File: src/rtl/ahbl_master_arbiter.sv
// ahbl_master_arbiter
// N-master AHB-Lite arbiter and multiplexer in front of the system bus decoder.
// Each master has a one-entry address-phase buffer. A master that loses
// arbitration has its address captured and is stalled in its data phase, so it
// never sees a dropped address.
//
// Parameters
//   NM        number of masters (2..4); master 0 is the CPU
//   ARB_MODE  0 = fixed priority (lowest index wins), 1 = round-robin
// Ports
//   HCLK, HRESET                     clock, synchronous active-high reset
//   M_HADDR/HTRANS/HWRITE/HSIZE/HWDATA  packed per-master request inputs
//   M_HREADY                         per-master ready
//   M_HRDATA                         read data broadcast (equals S_HRDATA)
//   S_HADDR/HTRANS/HWRITE/HSIZE/HWDATA  muxed request to the slave side
//   S_HREADY, S_HRDATA               slave response
//   S_HMASTER                        master owning the current address phase
module ahbl_master_arbiter #(
  parameter int NM       = 2,
  parameter int ARB_MODE = 0
) (
  input  logic             HCLK,
  input  logic             HRESET,
  input  logic [NM*32-1:0] M_HADDR,
  input  logic [NM*2-1:0]  M_HTRANS,
  input  logic [NM-1:0]    M_HWRITE,
  input  logic [NM*3-1:0]  M_HSIZE,
  input  logic [NM*32-1:0] M_HWDATA,
  output logic [NM-1:0]    M_HREADY,
  output logic [31:0]      M_HRDATA,
  output logic [31:0]      S_HADDR,
  output logic [1:0]       S_HTRANS,
  output logic             S_HWRITE,
  output logic [2:0]       S_HSIZE,
  output logic [31:0]      S_HWDATA,
  input  logic             S_HREADY,
  input  logic [31:0]      S_HRDATA,
  output logic [1:0]       S_HMASTER
);

  localparam int IW = (NM > 2) ? 2 : 1;
  localparam logic [1:0] TR_IDLE   = 2'b00;
  localparam logic [1:0] TR_NONSEQ = 2'b10;

  // Per-master address-phase buffers
  logic          pend_reg   [NM];
  logic [31:0]   baddr_reg  [NM];
  logic          bwrite_reg [NM];
  logic [2:0]    bsize_reg  [NM];

  // Global state
  logic          dvalid_reg;
  logic [IW-1:0] downer_reg;
  logic          lock_reg;
  logic [IW-1:0] lidx_reg;
  logic [IW-1:0] last_reg;

  // Unpacked views of the master inputs
  logic [31:0]   m_addr  [NM];
  logic          m_write [NM];
  logic [2:0]    m_size  [NM];
  logic [31:0]   m_wdata [NM];

  logic          ready [NM];
  logic          live  [NM];
  logic          req   [NM];
  logic          take  [NM];
  logic [NM-1:0] unused_trans_lsb;

  // Priority chains: pre_* is "some lower index already requested",
  // enc_* accumulates the index of the first requester.
  logic          pre_all [NM+1];
  logic          pre_hi  [NM+1];
  logic [IW-1:0] enc_all [NM+1];
  logic [IW-1:0] enc_hi  [NM+1];

  logic          sel_valid;
  logic [IW-1:0] sel;
  logic          accept;
  logic          out_en;
  logic [31:0]   sel_addr;
  logic          sel_write;
  logic [2:0]    sel_size;

  assign pre_all[0] = 1'b0;
  assign pre_hi[0]  = 1'b0;
  assign enc_all[0] = '0;
  assign enc_hi[0]  = '0;

  generate
    for (genvar gi = 0; gi < NM; gi++) begin : gen_master
      logic hi_req;

      assign m_addr[gi]  = M_HADDR[32*gi +: 32];
      assign m_write[gi] = M_HWRITE[gi];
      assign m_size[gi]  = M_HSIZE[3*gi +: 3];
      assign m_wdata[gi] = M_HWDATA[32*gi +: 32];
      // SEQ is treated as NONSEQ and BUSY as IDLE, so only bit 1 matters.
      assign unused_trans_lsb[gi] = M_HTRANS[2*gi];

      assign ready[gi]    = (dvalid_reg && (downer_reg == IW'(gi))) ? S_HREADY : !pend_reg[gi];
      assign M_HREADY[gi] = HRESET | ready[gi];
      assign live[gi]     = ready[gi] & M_HTRANS[2*gi+1];
      assign req[gi]      = pend_reg[gi] | live[gi];
      assign take[gi]     = accept && (sel == IW'(gi));

      // Round-robin candidates are those strictly above the last issued index;
      // if none, the plain lowest-index winner wraps around.
      assign hi_req       = req[gi] && (IW'(gi) > last_reg);
      assign pre_all[gi+1] = pre_all[gi] | req[gi];
      assign pre_hi[gi+1]  = pre_hi[gi] | hi_req;
      assign enc_all[gi+1] = enc_all[gi] | ((req[gi] && !pre_all[gi]) ? IW'(gi) : '0);
      assign enc_hi[gi+1]  = enc_hi[gi] | ((hi_req && !pre_hi[gi]) ? IW'(gi) : '0);

      // A live request that is not issued this cycle is parked in the buffer,
      // including the winner during a stall; that keeps the slave-side
      // address stable from the buffer while the selection is locked.
      always_ff @(posedge HCLK) begin
        if (HRESET) begin
          pend_reg[gi] <= 1'b0;
        end else if (live[gi] && !take[gi]) begin
          pend_reg[gi]   <= 1'b1;
          baddr_reg[gi]  <= m_addr[gi];
          bwrite_reg[gi] <= m_write[gi];
          bsize_reg[gi]  <= m_size[gi];
        end else if (take[gi]) begin
          pend_reg[gi] <= 1'b0;
        end
      end
    end
  endgenerate

  always_comb begin
    sel_valid = lock_reg | pre_all[NM];
    if (lock_reg) begin
      sel = lidx_reg;
    end else if ((ARB_MODE == 1) && pre_hi[NM]) begin
      sel = enc_hi[NM];
    end else begin
      sel = enc_all[NM];
    end
    if (pend_reg[sel]) begin
      sel_addr  = baddr_reg[sel];
      sel_write = bwrite_reg[sel];
      sel_size  = bsize_reg[sel];
    end else begin
      sel_addr  = m_addr[sel];
      sel_write = m_write[sel];
      sel_size  = m_size[sel];
    end
  end

  assign accept = sel_valid & S_HREADY;
  assign out_en = sel_valid & ~HRESET;

  assign S_HTRANS  = out_en ? TR_NONSEQ : TR_IDLE;
  assign S_HADDR   = out_en ? sel_addr : '0;
  assign S_HWRITE  = out_en & sel_write;
  assign S_HSIZE   = out_en ? sel_size : '0;
  assign S_HMASTER = out_en ? 2'(sel) : 2'b00;
  assign S_HWDATA  = m_wdata[downer_reg];
  assign M_HRDATA  = S_HRDATA;

  always_ff @(posedge HCLK) begin
    if (HRESET) begin
      dvalid_reg <= 1'b0;
      downer_reg <= '0;
      lock_reg   <= 1'b0;
      lidx_reg   <= '0;
      last_reg   <= IW'(NM-1);
    end else if (accept) begin
      dvalid_reg <= 1'b1;
      downer_reg <= sel;
      lock_reg   <= 1'b0;
      if (ARB_MODE == 1) begin
        last_reg <= sel;
      end
    end else if (S_HREADY) begin
      dvalid_reg <= 1'b0;
    end else if (sel_valid) begin
      // Slave stalled with an address presented: freeze the selection.
      lock_reg <= 1'b1;
      lidx_reg <= sel;
    end
  end

endmodule

File: config.mk
export PLATFORM = sky130hd
export DESIGN_NAME = ahbl_master_arbiter
export DESIGN_NICKNAME = d
export VERILOG_FILES = /design/src/rtl/ahbl_master_arbiter.sv
export SDC_FILE = /design/constraint.sdc
export NUM_CORES = 1
export LEC_CHECK = 0
export BUFFER_PORTS_ARGS = -buffer_cell sky130_fd_sc_hd__clkbuf_2
export CORE_AREA = 2 2 109 111
export CTS_CLUSTER_DIAMETER = 120
export DETAILED_ROUTE_END_ITERATION = 16
export DIE_AREA = 0 0 111 113
export PLACE_DENSITY = 0.89
export SLEW_MARGIN = 40
export SYNTH_ARGS = -nofsm -noshare
export SYNTH_HDL_FRONTEND = slang
export SYNTH_SLANG_ARGS = --single-unit
File: constraint.sdc
create_clock -name HCLK -period 3.08 [get_ports HCLK]
set_input_delay 0.308 -clock HCLK [delete_from_list [all_inputs] [get_ports HCLK]]
set_output_delay 0.308 -clock HCLK [all_outputs]
set_load 0.01 [all_outputs]
# --- After elaboration in Yosys (flattened, before gate mapping) ---
# Memory sizes are Yosys's and may differ from the RTL's.
# Index checks and enable logic that the tools add are counted.
word_totals:
  regBits: 4
  latch_bits: 0
  ramBits: 74
  romBits: 0
  input_bits: 175
  out_inout_bits: 106
  word_cells: 93
  mem_count: 4
op_classes:
  addsub: 0
  n_mul: 0
  n_div: 0
  magnitude_cmp: 2
  n_eq_ne: 0
  n_shift: 0
  muxes: 45
  bitwise_logic: 22
  n_reduce_logical: 16
mem_list:
  columns: ["name", "words", "width", "read_ports", "rd_ports_with_merged_regs", "write_ports", "line_no", "source"]
  rows:
  - ["baddr_reg", 2, 32, 1, 0, 2, "47", "logic [31:0] baddr_reg [NM];"]
  - ["bsize_reg", 2, 3, 1, 0, 2, "49", "logic [2:0] bsize_reg [NM];"]
  - ["bwrite_reg", 2, 1, 1, 0, 2, "48", "logic bwrite_reg [NM];"]
  - ["pend_reg", 2, 1, 3, 0, 2, "46", "logic pend_reg [NM];"]
op_table:
  columns: ["operator", "n"]
  rows:
  - ["$mux 32", 8]
  - ["$mux 1", 31]
  - ["$mux 3", 5]
  - ["$or 1x1->1", 10]
  - ["$logic_and 1x1->1", 7]
  - ["$and 1x1->1", 5]
  - ["$logic_not 1->1", 5]
  - ["$not 1->1", 5]
  - ["$ge 2x2->1 const B", 2]
  - ["$not 1->2", 2]
  - ["$reduce_and 3->1", 1]
  - ["$mux 2", 1]
  - ["$reduce_and 2->1", 1]
  - ["$reduce_bool 2->1", 1]
  - ["$reduce_or 2->1", 1]

# --- Logic depth before layout (Yosys ltp) ---
logic_depth:
  ltp_word: 18
  ltp_mapped: 8
  mapped_depth_nobuf: 5

# --- Least setup slack after synthesis ---
# No wires, ideal clock.
synth_timing:
  path_kind: "register to register"
  startpoint: "register downer_reg"
  endpoint: "memory baddr_reg[1][0], enable pin"
  setup_time_ps: 433
  t_arrival_ps: 2957
  required_time_ps: 2647
  setup_slack_ps: -310
  path_stages_with_launch: 8
  path_buffers: 2
  synth_period_minus_slack_ps: 3390
  path_cell_list: "dfxtp_1 buf_6 nand3b_1 a21o_1 a31o_4 buf_12 a21oi_1 nor2b_1"
synth_rtl:
  columns: ["item", "line_no", "source"]
  rows:
  - ["from (decl)", "53", "logic [IW-1:0] downer_reg;"]
  - ["from (signal assigned)", "173", "downer_reg <= sel;"]
  - ["to (decl)", "47", null]

# --- Final worst setup path ---
layout_timing:
  startpoint: "register dvalid_reg"
  endpoint: "output port S_HADDR[7]"
layout_between:
  elab_chain_cells: 14
  elab_cells_between_ends: 23
  cone_classes: "9 x mux; 8 x bitwise; 4 x reduce/logical; 2 x memory"
layout_lines:
  columns: ["item", "line_no", "source"]
  rows:
  - ["from (decl)", "52", "logic dvalid_reg;"]
  - ["from (signal assigned)", "166", "dvalid_reg <= 1'b0;"]
  - ["from (signal assigned)", "172", "dvalid_reg <= 1'b1;"]
  - ["from (signal assigned)", "179", "dvalid_reg <= 1'b0;"]
  - ["$logic_and 1x1->1", "101", "assign ready[gi] = (dvalid_reg && (downer_reg == IW'(gi))) ? S_HREADY : !pend_reg[gi];"]
  - ["$mux 1", "101", null]
  - ["$and 1x1->1", "103", "assign live[gi] = ready[gi] & M_HTRANS[2*gi+1];"]
  - ["$or 1x1->1", "104", "assign req[gi] = pend_reg[gi] | live[gi];"]
  - ["$logic_not 1->1", "112", "assign enc_all[gi+1] = enc_all[gi] | ((req[gi] && !pre_all[gi]) ? IW'(gi) : '0);"]
  - ["$logic_and 1x1->1", "112", null]
  - ["$mux 1", "112", null]
  - ["$mux 1", "135", "if (lock_reg) begin"]
  - ["$not 1->2 (implied by the code)", "147", "sel_addr = m_addr[sel];"]
  - ["$mux 32 (implied by the code) (3 in series)", "147", null]
  - ["$mux 32", "142", "if (pend_reg[sel]) begin"]
  - ["$mux 32 *", "157", "assign S_HADDR = out_en ? sel_addr : '0;"]
  - ["to (decl)", "31", "output logic [31:0] S_HADDR,"]
# Mark *: on every way between the ends. The rest lies on a longest branch, timed or not. The select of a mux whose other input is x is not followed.

==> metrics.txt <==
RSZ-0062 raised after global routing false; CTS Sinks 78; initial antenna violation count 0; type of the worst min-delay path input port to flop; DP Worst Slack 0.507 ns; Routed WL per cell 19.0 um; synth cell count leaders edfxtp_1 (74), mux2i_1 (72), o22ai_1 (36); via count 3,264; Synth warnings 0; CTS Hold Bufs 0; sequential fraction of the synthesis area 52.6%; antenna-violating nets left 0; Worst VDD drop 266 uV; setup_tns 0 ns; mux cell area share after synthesis 24.7%; vias in the first global route 3,228; Top FF cell, synth edfxtp_1; Worst Skew 0.00811 ns; CTS tree yes; crit start category flop; share of cells above drive strength 1 54.8%; vias per inst 5.06; outcome complete, no violations; Yosys cell types 38; asr flop ratio synth 0%; register bit total from synthesis 78; total of max-cap violations 0; Die Ht 113 um; Cell Rows 39; DP Area 5210 sq um; Die Width 111 um; fin crit share 90.2%; setup bufs post-CTS 0; final setup violation count 0; DRT iter0 DRCs 150; DRC Markers 0; Post-Synthesis Cells 321; total CTS buffers 9; crit end category output pin; Synth Area in Simple Gates 3.29%; Synth Area in Adders 0%; drt first pass iters 4; grt total ovfl 0; n_diodes 0; Synth area leaders edfxtp_1 (51%), mux2i_1 (16%), mux2_2 (8.2%), buf_4 (6.0%), o22ai_1 (5.2%); EDFF count, synth 74; clock buffer depth 2; post-synth top area share 50.8%; final core occ 48.7%; Reg clk slew, reported paths 0.07 ns; Die ar. 12,500 sq um; root buf cell clkbuf_16; kind of critical path flop to output pin; All-Layer GR Usage 19.0%; Critical-path top delay cell or3b_4; Layout Nets 672; Synth Cell Area 4370 sq um; # port buffers 212; clock latency on the worst-skew pair 0.33 ns; Area Growth Syn to Fin 25.6%; top-count cell post-synth edfxtp_1; pin count of the biggest net entering global routing 38; post-layout instance area 5490 sq um; post-route setup slack 0.303 ns; core area 11,300 sq um; Power Density 535 nW/um^2; Period minus WS final 2.78 ns; post-cts repair resize count 0; Initial Util 38.8%; Routability Congestion 0.892; Hold Fails Final Rpt 0; Final Max Slew Viols 0; Rel. slew slack 51.7%; xor-xnor portion of the synthesized cell area 0%; Arrival @ worst endpoint 2.47 ns; detailed placement HPWL 9.76 mm; compound-cell area share of the yosys netlist 8.07%; CP max FO 37; Cell Chain, Critical Path or3b_4 > nand2_2 > a31o_4 > buf_12 > mux2i_1 > o22ai_1 > clkbuf_2; final WL 12.2 mm; leakage power 2.34 nW; Syn Area/Cell 13.6 sq um; H-tree level count 3; max FFs per register 64; main combinational cell family by area after synthesis multiplexers; biggest cell delay along the critical path 0.42 ns; global-route wire length before repair 18.3 mm; Synth area leader edfxtp_1; WP data required 2.77 ns; Slew @ Worst Pin 0.724 ns; fmax 0.360 GHz; I/O pins 281
## worst max-delay path, delay by kind of cell (launching register included)
kind | cells | cell delay [ns]
mux | 1 | 0.22
flops | 1 | 0.38
compound gates | 2 | 0.51
simple gates | 2 | 0.53
buf+inv | 2 | 0.47
## placed cells by master (no fill, tap or decap), types with 2 or more instances in the layout
master,count
clkbuf_2,212
edfxtp_1,74
mux2i_1,72
o22ai_1,36
mux2_2,32
clkbuf_16,9
nand2_1,8
buf_4,6
a21oi_1,5
nor2_1,4
dfxtp_1,4
inv_1,2
o21ai_1,2
nand2b_1,2
nor2b_1,2
o21a_1,2
conb_1,2
clkinvlp_4,2
clkinv_4,2
## area by class of cell
cell class / count / area [sq um]
multi-input cells: 187 / 1600
flip-flops and latches: 78 / 2300
inverters: 2 / 7.51
clock inverters: 7 / 57.6
repair buffers: 219 / 1130
fillers: 1026 / 5780
clock buffers: 9 / 225
well taps: 143 / 179
## path summary, 6_finish.rpt
check        cells after the start                    start                    endpoint  slack, ns
max                              7  dvalid_reg$_SDFFE_PP0P_                  S_HADDR[7]       0.30
min                              1              M_HADDR[27]  baddr_reg[0][27]$_DFFE_PP_       0.16
max reg2reg                      6  downer_reg$_SDFFE_PP0N_   baddr_reg[1][0]$_DFFE_PP_       0.65
min reg2reg                      2  dvalid_reg$_SDFFE_PP0P_     dvalid_reg$_SDFFE_PP0P_       0.56
## cells by family after synthesis
kind of cell           count (synthesis)
and+or+nand+nor                       27
buffers and inverters                 57
other                                  1
DFF                                   78
muxes                                104
AOI/OAI and AO/OA                     54
## metal layers
metal  global-route usage (%)  share of wire, %  wire length, um  up-vias
met4                     3.92              0.67               82        0
met3                     7.02               8.0              975       10
met1                     22.7                40             4860     1540
li1                         -                 -                -     1552
met2                     33.3                52             6330      162
met5                        0                 0                0        -
## report_power, final
| part | leakage [nW] | switching [mW] | internal (mW) | total, mW |
|---|---|---|---|---|
| Sequential | 0.718 | 0.0202 | 1.23 | 1.25 |
| Clock | 0.134 | 0.438 | 0.555 | 0.993 |
| Combinational | 1.49 | 0.377 | 0.321 | 0.698 |
| Total | 2.34 | 0.835 | 2.10 | 2.94 |
## per-stage QoR
step	cells	hold WS, ns	total power [mW]
final	645	0.160	2.94
after global routing	645	0.149	3.08
after CTS	645	0.148	2.98
after detailed placement	629	0.504	1.97
after global placement	629	0.501	1.95
after floorplan	322	0.380	1.77
Power figures use the tool's default switching activity.
